`src/rtl/cnn_mac_pkg.sv`:
```
// Shared types and widths for the sequential CNN multiply-accumulate block.
package cnn_mac_pkg;

  localparam int unsigned W_W       = 9;
  localparam int unsigned X_W       = 14;
  localparam int unsigned PROD_W    = 23;
  localparam int unsigned LEN_W_DEF = 8;
  localparam int unsigned ACC_W_DEF = 32;

  typedef enum logic [1:0] {
    ST_IDLE  = 2'd0,
    ST_FETCH = 2'd1,
    ST_DRAIN = 2'd2,
    ST_DONE  = 2'd3
  } state_e;

endpackage

```
`src/rtl/cnn_mac_seq_mul.sv`:
```
// One-stage registered signed 9x14 -> 23 multiplier with a travelling valid bit.
module cnn_mac_seq_mul
  import cnn_mac_pkg::*;
(
  input  logic                     clk,
  input  logic                     rst,
  input  logic                     in_vld,
  input  logic signed [W_W-1:0]    a,
  input  logic signed [X_W-1:0]    b,
  output logic signed [PROD_W-1:0] p,
  output logic                     p_vld
);

  logic signed [PROD_W-1:0] p_q, p_d;
  logic                     vld_q, vld_d;

  // Both operands are sign-extended to the product width, so the product is exact.
  always_comb begin
    p_d   = PROD_W'(a) * PROD_W'(b);
    vld_d = in_vld;
  end

  always_ff @(posedge clk) begin
    if (rst) begin
      p_q   <= '0;
      vld_q <= 1'b0;
    end else begin
      p_q   <= p_d;
      vld_q <= vld_d;
    end
  end

  assign p     = p_q;
  assign p_vld = vld_q;

endmodule

```
`src/rtl/cnn_mac_seq.sv`:
```
// Sequential dot-product engine: fetches len weight/activation pairs and accumulates their products.
// Optional CNN_MAC_SEQ_RELU_EN clamps a negative final sum to zero.
module cnn_mac_seq
  import cnn_mac_pkg::*;
#(
  parameter int unsigned LEN_W = LEN_W_DEF,
  parameter int unsigned ACC_W = ACC_W_DEF
) (
  input  logic                    ap_clk,
  input  logic                    ap_rst,
  input  logic                    ap_start,
  input  logic [LEN_W-1:0]        len,
  output logic [LEN_W-1:0]        w_address0,
  output logic                    w_ce0,
  input  logic signed [W_W-1:0]   w_q0,
  output logic [LEN_W-1:0]        x_address0,
  output logic                    x_ce0,
  input  logic signed [X_W-1:0]   x_q0,
  output logic                    ap_idle,
  output logic                    ap_ready,
  output logic                    ap_done,
  output logic signed [ACC_W-1:0] result
);

  state_e                   state_q, state_d;
  logic [LEN_W-1:0]         len_q, len_d;
  logic [LEN_W-1:0]         i_q, i_d;
  logic                     drain_q, drain_d;
  logic                     ce_q, ce_d;
  logic                     dvld_q, dvld_d;
  logic                     done_q, done_d;
  logic signed [ACC_W-1:0]  acc_q, acc_d;
  logic signed [ACC_W-1:0]  result_q, result_d;
  logic signed [ACC_W-1:0]  prod_ext;
  logic signed [PROD_W-1:0] prod;
  logic                     prod_vld;
  logic                     last_c;

  cnn_mac_seq_mul u_mul (
    .clk    (ap_clk),
    .rst    (ap_rst),
    .in_vld (dvld_q),
    .a      (w_q0),
    .b      (x_q0),
    .p      (prod),
    .p_vld  (prod_vld)
  );

  assign last_c = (i_q == (len_q - LEN_W'(1)));

  always_ff @(posedge ap_clk) begin
    if (ap_rst) state_q <= ST_IDLE;
    else        state_q <= state_d;
  end

  always_comb begin
    state_d = state_q;
    case (state_q)
      ST_IDLE:  if (ap_start) state_d = (len != '0) ? ST_FETCH : ST_DONE;
      ST_FETCH: if (last_c)   state_d = ST_DRAIN;
      ST_DRAIN: if (drain_q)  state_d = ST_DONE;
      ST_DONE:                state_d = ST_IDLE;
      default:                state_d = ST_IDLE;
    endcase
  end

  // The accumulator keeps absorbing products in every state, so the last one lands in the second DRAIN cycle.
  always_comb begin
    len_d    = len_q;
    i_d      = i_q;
    drain_d  = drain_q;
    prod_ext = prod_vld ? ACC_W'(prod) : ACC_W'(0);
    acc_d    = acc_q + prod_ext;
    result_d = result_q;
    case (state_q)
      ST_IDLE: begin
        if (ap_start) begin
          len_d = len;
          i_d   = '0;
          acc_d = '0;
        end
      end
      ST_FETCH: begin
        i_d     = last_c ? '0 : i_q + LEN_W'(1);
        drain_d = 1'b0;
      end
      ST_DRAIN: drain_d = ~drain_q;
      default:  ;
    endcase
    ce_d   = (state_d == ST_FETCH);
    dvld_d = ce_q;
    done_d = (state_d == ST_DONE);
    if (state_d == ST_DONE) begin
`ifdef CNN_MAC_SEQ_RELU_EN
      result_d = acc_d[ACC_W-1] ? '0 : acc_d;
`else
      result_d = acc_d;
`endif
    end
  end

  always_ff @(posedge ap_clk) begin
    if (ap_rst) begin
      len_q    <= '0;
      i_q      <= '0;
      drain_q  <= 1'b0;
      ce_q     <= 1'b0;
      dvld_q   <= 1'b0;
      done_q   <= 1'b0;
      acc_q    <= '0;
      result_q <= '0;
    end else begin
      len_q    <= len_d;
      i_q      <= i_d;
      drain_q  <= drain_d;
      ce_q     <= ce_d;
      dvld_q   <= dvld_d;
      done_q   <= done_d;
      acc_q    <= acc_d;
      result_q <= result_d;
    end
  end

  assign w_address0 = i_q;
  assign x_address0 = i_q;
  assign w_ce0      = ce_q;
  assign x_ce0      = ce_q;
  assign ap_done    = done_q;
  assign ap_ready   = done_q;
  assign result     = result_q;
  assign ap_idle    = (state_q == ST_IDLE) && !ap_start;

endmodule

```
`config.mk`:
```
export PLATFORM = sky130hd
export DESIGN_NAME = cnn_mac_seq
export DESIGN_NICKNAME = d
export VERILOG_FILES = /design/src/rtl/cnn_mac_pkg.sv /design/src/rtl/cnn_mac_seq_mul.sv /design/src/rtl/cnn_mac_seq.sv
export SDC_FILE = /design/constraint.sdc
export NUM_CORES = 1
export LEC_CHECK = 0
export CORE_ASPECT_RATIO = 0.5
export CORE_UTILIZATION = 30
export CTS_CLUSTER_SIZE = 40
export DETAILED_ROUTE_END_ITERATION = 6
export DONT_BUFFER_PORTS = 1
export PLACE_DENSITY = 0.5
export SLEW_MARGIN = 20
export SYNTH_ARGS = -nofsm -noshare
export SYNTH_HDL_FRONTEND = slang
export SYNTH_SLANG_ARGS = --single-unit
```
`constraint.sdc`:
```
create_clock -name ap_clk -period 5.6 [get_ports ap_clk]
set_input_delay 0.28 -clock ap_clk [delete_from_list [all_inputs] [get_ports ap_clk]]
set_output_delay 0.28 -clock ap_clk [all_outputs]
set_load 0.02 [all_outputs]
```
==> run summary <==
Worst Tran Pin Value - 0.973 ns
Clock network fraction of design power - 14.5%
Wire per inst - 16.1 um
Bufs and invs on worst path - 3
Most repeated library cell on the critical path - fa_1
Max Cap Viol - 0
Worst stage delay on the critical path - 0.55 ns
Cell area power density - 403 nW/um^2
Synth warn - 0
Htree depth - 3
Worst vdd ir - 0.208 mV
Post-Syn Area - 9980 sq um
First-pass GRT wire length - 41300 um
Setup TNS - 0 ns
TritonRoute pass-1 iters - 5
Synthesized area per cell - 8.67 sq um
Setup Skew - 0.0121 ns
Overall Power - 4270 uW
Area Overhead vs Synth - 6.10%
Fmax - 222 MHz
Post-synthesis cell type count - 61
Cells after synthesis - 1150
Worst path slowest cell - fa_1
Prevailing post-synth register cell - dfxtp_1
Switching share of power - 44.2%
P_leak - 0.00473 uW
Dominant delay contributor by cell family on the critical path - adder cells
Final nets - 1334
# IOs - 87
Diode count - 0
Vias in the first global route - 7651
GPL Wtd Cong - 0.846
Number of synthesized register bits - 110
CP startpoint kind - input port
Crit path cell chain - nand2_1 > fa_1 > inv_1 > fa_1 > ha_1 > inv_1 > fa_1 > inv_1 > ha_1 > ha_1 > fa_1 > a21o_1 > a21o_1 > a2111o_1 > nand4_1 > a21oi_1 > a31oi_1 > xor2_1 > nor2_1
Total GRT Usage - 15.2%
R2R cell count - 10
Initial Util - 31.0%
Number of buffers created by CTS - 9
Commonest non-fill, non-tap cells in the layout - 125 x nand2_1, 110 x dfxtp_1, 106 x fa_1, 98 x inv_1, 85 x ha_1
WHS Path Cells - 1
Async S/R FF share, synth - 0%
Buffers on Ports - 0
Outcome - finished clean
Bufs on Longest Clock Path - 2
Cell internal pwr - 2380 uW
Critical Path Stages - 19
Sw Pwr - 1880 uW
Chip Width - 260 um
Via count - 7611
Seq pwr share - 22.5%
Final Setup Violations - 0
CP Class - input port to flip-flop
Grt ovf - 0
DIE HEIGHT - 131 um
Remaining antenna violation count - 0
Die area - 34000 sq um
Minimum clock period - 4.51 ns
Number of remaining DRC errors - 0
Number of synthesized flops with an enable pin - 0
Total wire length - 24800 um
Max-slew violation count - 0
TritonCTS clock tree - built
Hold Crit Class - input port to flip-flop
Seq/Total Area, Yosys - 22.1%
Commonest non-fill, non-tap cell in the layout - nand2_1
Fin crit share - 80.6%
Drt initial violations - 368
Initial antenna violation count - 0
Worst Path Required - 5.83 ns
Root Driver - clkbuf_16
Syn_nets - 1375
Via/cell ratio - 4.92
Clock Latency Late Sink - 0.36 ns
Final Hold Viols - 0
CP max FO - 14
Cell Rows - 46
Detail Placement HPWL - 19700 um
Largest net degree at the start of global routing - 62
Clk slew on worst S/H paths - 0.07 ns
Relative slew margins - 35.2%
Clk sink count - 110
WP data arrival - 4.75 ns
Comb pwr share - 63.0%
Setup crit end kind - flip-flop
Core ar. - 32200 sq um
RSZ-0062 raised after global routing - false
Share of cells above drive strength 1 - 2.87%
Gates resized, CTS repair - 0
-- what timing repair did --
action / in CTS / in global routing
buffers inserted: 0 / 0
hold buffers: 2 / 0
endpoints found under the hold margin: 61 / 0
-- flip-flops by register name, summed over array words and instances (netlist names), 2 cells and up --
signal	flops
acc_q	32
result	32
u_mul.p	23
len_q	8
w_address0	8
state_q	2
-- per-layer routing --
metal | share of wire, % | track usage [%]
met1 | 52 | 21.8
met2 | 43 | 24.6
met3 | 3.6 | 2.24
met4 | 0.75 | 2.56
met5 | 0 | 0
-- final cells by class --
cell class,count,area [sq um]
clock buffer,12,246
clock inverter,4,31.3
fill,3328,21600
inverter,99,372
multi-input combinational,885,7140
sequential,110,2200
tap,432,541
timing repair buffer,4,52.6
-- logic make-up (layout without fill, tap and decap cells) --
logic type | count (synthesis) | in the layout | synth area share [%]
AND/OR/NAND/NOR | 431 | 431 | 21.6
AO/OA/AOI/OAI | 207 | 207 | 13.1
adder cells (fa/ha/maj) | 191 | 191 | 31.9
buffers and inverters | 155 | 119 | 6.36
flip-flops | 110 | 110 | 22.1
XOR/XNOR | 55 | 55 | 4.83
multiplexers | 1 | 1 | 0.113
-- stage by stage --
stage          setup WS [ns]  cell area [sq um]  hold slack (ns)  cells  utilization, %
2_1_floorplan          0.719               9980            0.414   1150               -
3_3_place_gp           0.790              10300            0.356   1528            31.9
3_5_place_dp           0.759              10300            0.358   1528            31.9
4_1_cts                 1.10              10600           0.0200   1546            32.9
5_1_grt                0.845              10600           0.0262   1546            32.9
6_report                1.09              10600           0.0327   1546            32.9
-- worst paths after layout --
kind | slack, ns | startpoint | end
hold / removal | 0.03 | ap_rst | dvld_q$_SDFF_PP0_
hold reg to reg | 0.46 | dvld_q$_SDFF_PP0_ | u_mul.p_vld$_SDFF_PP0_
setup reg to reg | 1.86 | u_mul.p_vld$_SDFF_PP0_ | result[27]$_SDFFE_PP0P_
setup / recovery | 1.09 | w_q0[2] | u_mul.p[21]$_SDFF_PP0_
-- Yosys cell counts, types with 4 or more instances --
master | count | share of area (%)
nor3b_1 | 7 | 0.53
a21o_1 | 22 | 1.7
and2_1 | 83 | 5.2
nand2b_1 | 8 | 0.50
or2_2 | 5 | 0.31
o21ai_0 | 46 | 2.3
xnor2_1 | 31 | 2.7
o31ai_1 | 4 | 0.30
o21a_1 | 6 | 0.45
nand3_1 | 31 | 1.6
inv_1 | 98 | 3.7
a211oi_1 | 11 | 0.83
o211ai_1 | 4 | 0.30
nor2_1 | 84 | 3.2
a21oi_1 | 67 | 3.4
xor2_1 | 24 | 2.1
a211o_1 | 6 | 0.53
buf_4 | 10 | 0.75
nand2_1 | 125 | 4.7
a31oi_1 | 11 | 0.69
and3_1 | 16 | 1.0
nor3_1 | 19 | 0.95
fa_1 | 106 | 21
nor2b_1 | 14 | 0.88
ha_1 | 85 | 11
clkbuf_1 | 43 | 1.6
dfxtp_1 | 110 | 22
or3_1 | 20 | 1.3
-- power groups by stage --
stage / clock [uW] / combinational, uW / sequential (uW)
after floorplan: 0 / 2170 / 950
after global placement: 0 / 2640 / 982
after detailed placement: 0 / 2660 / 982
after CTS: 645 / 2710 / 963
after global routing: 676 / 3110 / 974
final: 618 / 2690 / 962
Note: power is estimated with default switching activity, not from simulation.
